File: config.mk
export PLATFORM = sky130hd
export DESIGN_NAME = uart_txrx
export DESIGN_NICKNAME = d
export VERILOG_FILES = /design/src/rtl/uart_pkg.sv /design/src/rtl/uart_rx_engine.sv /design/src/rtl/uart_txrx.sv
export SDC_FILE = /design/constraint.sdc
export NUM_CORES = 1
export LEC_CHECK = 0
export BUFFER_PORTS_ARGS = -buffer_cell sky130_fd_sc_hd__buf_2
export CORE_MARGIN = 5
export CORE_UTILIZATION = 62
export CTS_BUF_LIST = sky130_fd_sc_hd__clkbuf_2 sky130_fd_sc_hd__clkbuf_4 sky130_fd_sc_hd__clkbuf_8
export CTS_CLUSTER_SIZE = 12
export DETAILED_ROUTE_END_ITERATION = 8
export GPL_TIMING_DRIVEN = 1
export PLACE_DENSITY = 0.82
export SLEW_MARGIN = 20
export SYNTH_ARGS = -nofsm -noshare
export SYNTH_HDL_FRONTEND = slang
export SYNTH_SLANG_ARGS = --single-unit
File: constraint.sdc
create_clock -name CLK -period 2.5 [get_ports CLK]
set_input_delay 0.5 -clock CLK [delete_from_list [all_inputs] [get_ports CLK]]
set_output_delay 0.5 -clock CLK [all_outputs]
set_load 0.005 [all_outputs]
File: src/rtl/uart_pkg.sv
// uart_pkg
// Shared definitions for the 8N1 UART slice: the state encoding used by both
// the transmit and receive state machines, the number of data bits per frame
// and the logic level of an idle serial line.
package uart_pkg;

  typedef enum logic [2:0] {
    IDLE,
    START,
    DATA,
    STOP,
    CLEANUP
  } uart_state_e;

  localparam int   DATA_BITS = 8;
  localparam logic LINE_IDLE = 1'b1;

endpackage

File: src/rtl/uart_rx_engine.sv
// uart_rx_engine
// Receive half of the UART: a two-flop synchroniser on the serial input
// followed by the receive state machine, which samples each bit at its
// centre and strobes out a byte when a frame ends with a valid stop bit.
//
// Ports:
//   CLK       system clock, rising edge
//   RST       synchronous active-high reset
//   RX        asynchronous serial input, idles high
//   o_RX_DV   one-cycle pulse when o_RX_Byte has been updated
//   o_RX_Byte last byte received with a good stop bit
module uart_rx_engine
  import uart_pkg::*;
#(
  parameter int CLKS_PER_BIT = 217
) (
  input  logic       CLK,
  input  logic       RST,
  input  logic       RX,
  output logic       o_RX_DV,
  output logic [7:0] o_RX_Byte
);

  localparam int CW = $clog2(CLKS_PER_BIT) + 1;
  localparam logic [CW-1:0] BIT_LAST = CW'(CLKS_PER_BIT - 1);
  localparam logic [CW-1:0] HALF_BIT = CW'((CLKS_PER_BIT - 1) / 2);
  localparam logic [2:0]    LAST_IDX = 3'(DATA_BITS - 1);

  logic          rx_meta;
  logic          rx_sync;
  uart_state_e   rx_state;
  logic [CW-1:0] rx_count;
  logic [2:0]    rx_index;
  logic [7:0]    rx_shift;

  // Synchroniser flops reset to the idle level so that leaving reset never
  // looks like a start bit.
  always_ff @(posedge CLK) begin
    if (RST) begin
      rx_meta <= LINE_IDLE;
      rx_sync <= LINE_IDLE;
    end else begin
      rx_meta <= RX;
      rx_sync <= rx_meta;
    end
  end

  // The START state waits half a bit so every later sample, taken one full
  // bit period apart, lands in the middle of its bit cell. A line that is
  // high again at mid-start was only a glitch.
  always_ff @(posedge CLK) begin
    if (RST) begin
      rx_state  <= IDLE;
      rx_count  <= '0;
      rx_index  <= '0;
      rx_shift  <= '0;
      o_RX_DV   <= 1'b0;
      o_RX_Byte <= '0;
    end else begin
      o_RX_DV <= 1'b0;
      case (rx_state)
        IDLE: begin
          rx_count <= '0;
          rx_index <= '0;
          if (rx_sync == 1'b0) rx_state <= START;
        end
        START: begin
          if (rx_count == HALF_BIT) begin
            rx_count <= '0;
            rx_state <= (rx_sync == 1'b0) ? DATA : IDLE;
          end else begin
            rx_count <= rx_count + 1'b1;
          end
        end
        DATA: begin
          if (rx_count == BIT_LAST) begin
            rx_count           <= '0;
            rx_shift[rx_index] <= rx_sync;
            if (rx_index == LAST_IDX) begin
              rx_index <= '0;
              rx_state <= STOP;
            end else begin
              rx_index <= rx_index + 1'b1;
            end
          end else begin
            rx_count <= rx_count + 1'b1;
          end
        end
        STOP: begin
          if (rx_count == BIT_LAST) begin
            rx_count <= '0;
            rx_state <= CLEANUP;
            // A low stop bit is a framing error; the byte is dropped.
            if (rx_sync == LINE_IDLE) begin
              o_RX_Byte <= rx_shift;
              o_RX_DV   <= 1'b1;
            end
          end else begin
            rx_count <= rx_count + 1'b1;
          end
        end
        CLEANUP: rx_state <= IDLE;
        default: rx_state <= IDLE;
      endcase
    end
  end

endmodule

File: src/rtl/uart_txrx.sv
// uart_txrx
// Single-clock 8N1 UART with independent transmitter and receiver. The
// transmit state machine lives here; reception is handled by uart_rx_engine.
//
// Ports:
//   CLK          system clock, rising edge
//   RST          synchronous active-high reset
//   i_TX_DV      one-cycle request to send i_TX_Byte (honoured only in IDLE)
//   i_TX_Byte    byte to send, captured when the request is accepted
//   TX           serial output, idles high
//   o_TX_Active  high for the whole 10-bit frame
//   o_TX_Done    one-cycle pulse in the last cycle of the stop bit
//   RX           asynchronous serial input, idles high
//   o_RX_DV      one-cycle pulse when o_RX_Byte has been updated
//   o_RX_Byte    last byte received with a good stop bit
module uart_txrx
  import uart_pkg::*;
#(
  parameter int CLKS_PER_BIT = 217
) (
  input  logic       CLK,
  input  logic       RST,
  input  logic       i_TX_DV,
  input  logic [7:0] i_TX_Byte,
  output logic       TX,
  output logic       o_TX_Active,
  output logic       o_TX_Done,
  input  logic       RX,
  output logic       o_RX_DV,
  output logic [7:0] o_RX_Byte
);

  localparam int CW = $clog2(CLKS_PER_BIT) + 1;
  localparam logic [CW-1:0] BIT_LAST = CW'(CLKS_PER_BIT - 1);
  localparam logic [CW-1:0] DONE_AT  = CW'(CLKS_PER_BIT - 2);
  localparam logic [2:0]    LAST_IDX = 3'(DATA_BITS - 1);

  uart_state_e   tx_state;
  logic [CW-1:0] tx_count;
  logic [2:0]    tx_index;
  logic [7:0]    tx_data;

  // All outputs are registered, so each state loads the line level for the
  // following cycle: the start bit is driven from the accepting IDLE cycle
  // and each data bit from the last cycle of the bit before it. o_TX_Done is
  // raised one cycle early so its pulse coincides with the final stop cycle.
  always_ff @(posedge CLK) begin
    if (RST) begin
      tx_state    <= IDLE;
      tx_count    <= '0;
      tx_index    <= '0;
      tx_data     <= '0;
      TX          <= LINE_IDLE;
      o_TX_Active <= 1'b0;
      o_TX_Done   <= 1'b0;
    end else begin
      case (tx_state)
        IDLE: begin
          TX        <= LINE_IDLE;
          o_TX_Done <= 1'b0;
          tx_count  <= '0;
          tx_index  <= '0;
          if (i_TX_DV) begin
            tx_data     <= i_TX_Byte;
            TX          <= 1'b0;
            o_TX_Active <= 1'b1;
            tx_state    <= START;
          end
        end
        START: begin
          if (tx_count == BIT_LAST) begin
            tx_count <= '0;
            TX       <= tx_data[0];
            tx_state <= DATA;
          end else begin
            tx_count <= tx_count + 1'b1;
          end
        end
        DATA: begin
          if (tx_count == BIT_LAST) begin
            tx_count <= '0;
            if (tx_index == LAST_IDX) begin
              tx_index <= '0;
              TX       <= LINE_IDLE;
              tx_state <= STOP;
            end else begin
              tx_index <= tx_index + 1'b1;
              TX       <= tx_data[tx_index + 3'd1];
            end
          end else begin
            tx_count <= tx_count + 1'b1;
          end
        end
        STOP: begin
          if (tx_count == BIT_LAST) begin
            tx_count    <= '0;
            o_TX_Done   <= 1'b0;
            o_TX_Active <= 1'b0;
            tx_state    <= CLEANUP;
          end else begin
            tx_count <= tx_count + 1'b1;
            if (tx_count == DONE_AT) o_TX_Done <= 1'b1;
          end
        end
        CLEANUP: begin
          // Guaranteed idle gap; a request arriving now is not taken.
          TX       <= LINE_IDLE;
          tx_state <= IDLE;
        end
        default: tx_state <= IDLE;
      endcase
    end
  end

  uart_rx_engine #(
    .CLKS_PER_BIT(CLKS_PER_BIT)
  ) u_rx (
    .CLK      (CLK),
    .RST      (RST),
    .RX       (RX),
    .o_RX_DV  (o_RX_DV),
    .o_RX_Byte(o_RX_Byte)
  );

endmodule

==> results.toml <==
[logic_synthesis]
synth_area_um2 = 2970
ys_seq_elements = 60
ys.flop_type = "dfxtp_1"
synth_edf_count = 0
synth_xor_area_frac = 0.0266
synth.area.top_cells = "dfxtp_1 40%, mux2i_1 6.7%, nand2_1 5.6%"
syn_nets = 361
synthCells = 341
ys_seq_area_frac = 0.405
yosys_warnings = 0
synth_mux_area_frac = 0.0675
yosysMostFrequentCell = "dfxtp_1"
synthTopCellsByCount = "60 x dfxtp_1, 44 x nand2_1, 30 x nor2_1"
async_flop_share = 0
synth_top_area_frac = 0.405
yosys.area_share.simple = 0.262
synth_cell_types = 59
synth_top_family_by_area = "simple AND/OR/NAND/NOR gates"
syn_area_per_cell_um2 = 8.70
yosys.area.top_type = "dfxtp_1"
synth-compound-area-share = 0.146
yosys.area_share.adder = 0.0337

[floorplan]
boundaryPins = 24
rows = 25
start_util = 0.633
core_area_um2 = 4690
die_h_um = 79.2
dieWidth_um = 79.2
die-area_um2 = 6270

[sta]
layout_min_cycle_time_ns = 1.96
timing.fmax_mhz = 509
period_share = 0.786
hold_violations = 0
max-slew-margin-rel = 0.577
fin_tns_setup_ns = 0
worst_pin_slew_ns = 0.634
slew_violations = 0
setup_viol = 0
rsz0062_at_grt = "false"
fin_ws_ns = 0.536
skew_ns = 0.00862

[outcome]
outcome = "finished clean"

[layout]
fin_util = 0.697
final_area_um2 = 3270
final_nets = 377
diodes = 0
fill_cells = 375
multi_input_area_um2 = 1590
regArea_um2 = 1200
drive_gt1_frac = 0.157
area_growth_pct = 10.2

[drt]
wl_per_cell_um = 14.3
vias = 2471
drc = 0
drtIter0Drc = 119
vias_per_cell = 5.94
dr.pass1.iters = 5
routed_wl_mm = 5.93
ant_nets = 0

[placed_design]
place_area_um2 = 3050
place_ws_ns = 0.583
dpl.hpwl_mm = 3.85
gp_congestion = 0.867
portBuffers = 23

[global_routing]
antenna_found_initial = 0
grt_max_degree = 42
gr-usage-all-layers = 0.210
grt-ovfl-total = 0
grt_pass1_wl_mm = 10.5
grt_pass1_vias = 2333

[setup_path]
r2r_slack_ns = 0.54
worstPathRequired_ns = 2.74
cp-start-kind = "register"
worstPathArrival_ns = 2.20
path_class = "reg -> reg"
end_kind = "register"
path_max_fanout = 9

[clock_network]
insertion_delay_ns = 0.34
cts_htree_levels = 3
path_clk_slew_ns = 0.07
cts_root_buf = "clkbuf_8"
cts_max_path_buffers = 2
cts_setup_buffers = 0
post_cts_resized = 0
cts_hold_buf = 0
cts_sinks = 60
cts_tree = "yes"
cts_buffers = 9

[power]
leakage_nw = 1.26
p_per_area_nw_per_um2 = 632
ir_worst_vdd_mv = 0.375

[flow_run]
timing.max_cap.violations = 0

[worst_hold_path]
hp-class = "in -> reg"
through the flow:
stage / hold WS (ns) / total power [mW] / instances
floorplan: 0.389 / 1.07 / 341
global placement: 0.402 / 1.10 / 400
detailed placement: 0.402 / 1.10 / 400
CTS: 0.334 / 2.08 / 416
global route: 0.350 / 2.15 / 416
finish: 0.344 / 2.07 / 416
final timing paths:
path                startpoint      endpoint  depth (start not counted)
setup / recovery   tx_count[0]   tx_state[0]                          6
hold / removal              RX  u_rx.rx_meta                          2
setup reg to reg   tx_count[0]   tx_state[0]                          6
hold reg to reg   u_rx.rx_meta  u_rx.rx_sync                          1
critical path, stage by stage (launching register included):
cell and delay, ns:
dfxtp_1 0.38, inv_1 0.10, ha_1 0.22, and4b_1 0.30, a211oi_1 0.53, a21oi_1 0.08, o2111a_1 0.25
cell usage in the layout, fill, tap and decap left out, types with 4 or more instances in the layout:
| cell type | count |
|---|---|
| nand3_1 | 14 |
| nand3b_1 | 5 |
| a21boi_0 | 4 |
| inv_1 | 8 |
| buf_2 | 23 |
| o211ai_1 | 4 |
| nor2_1 | 30 |
| buf_4 | 5 |
| o21ai_0 | 8 |
| or3_1 | 5 |
| nand4_1 | 5 |
| nand2_1 | 44 |
| xnor2_1 | 6 |
| nor3_1 | 9 |
| and2_1 | 4 |
| a211oi_1 | 6 |
| mux2i_1 | 20 |
| dfxtp_1 | 60 |
| nor2b_1 | 4 |
| a21oi_1 | 22 |
| ha_1 | 8 |
| clkbuf_8 | 10 |
layer usage:
layer / up-vias / GRT usage / routed length (um)
met3: 8 / 0.0544 / 302
li1: 1246 / - / -
met2: 66 / 0.343 / 2870
met5: - / 0 / 0
met1: 1151 / 0.260 / 2680
met4: 0 / 0.0911 / 76
state kept, by name, summed over array words and instances (netlist names), 3 cells and up:
signal	count
tx_count	9
u_rx.rx_count	9
tx_data	8
u_rx.o_RX_Byte	8
u_rx.rx_shift	8
tx_index	3
tx_state	3
u_rx.rx_index	3
u_rx.rx_state	3
report_power, final:
part	internal, mW	switching, mW	total, mW
Clock	0.588	0.398	0.986
Combinational	0.0385	0.0579	0.0964
Sequential	0.972	0.0119	0.984
final cells by class:
| type | instances | area share |
|---|---|---|
| Clock inverter | 6 | 0.0264 |
| Tap cell | 54 | 0.0207 |
| Inverter | 9 | 0.0103 |
| Timing Repair Buffer | 28 | 0.0467 |
| Sequential cell | 60 | 0.367 |
| Clock buffer | 10 | 0.0421 |
| Multi-Input combinational cell | 249 | 0.486 |
kinds of logic (layout without fill, tap and decap cells):
kind of cell / after synthesis / in the layout
AO/OA/AOI/OAI: 65 / 65
XOR/XNOR: 9 / 9
adder cells (fa/ha/maj): 8 / 8
buffers and inverters: 32 / 53
flip-flops: 60 / 60
multiplexers: 20 / 20
AND/OR/NAND/NOR: 147 / 147
No activity file was read; power rests on OpenSTA's default activity.
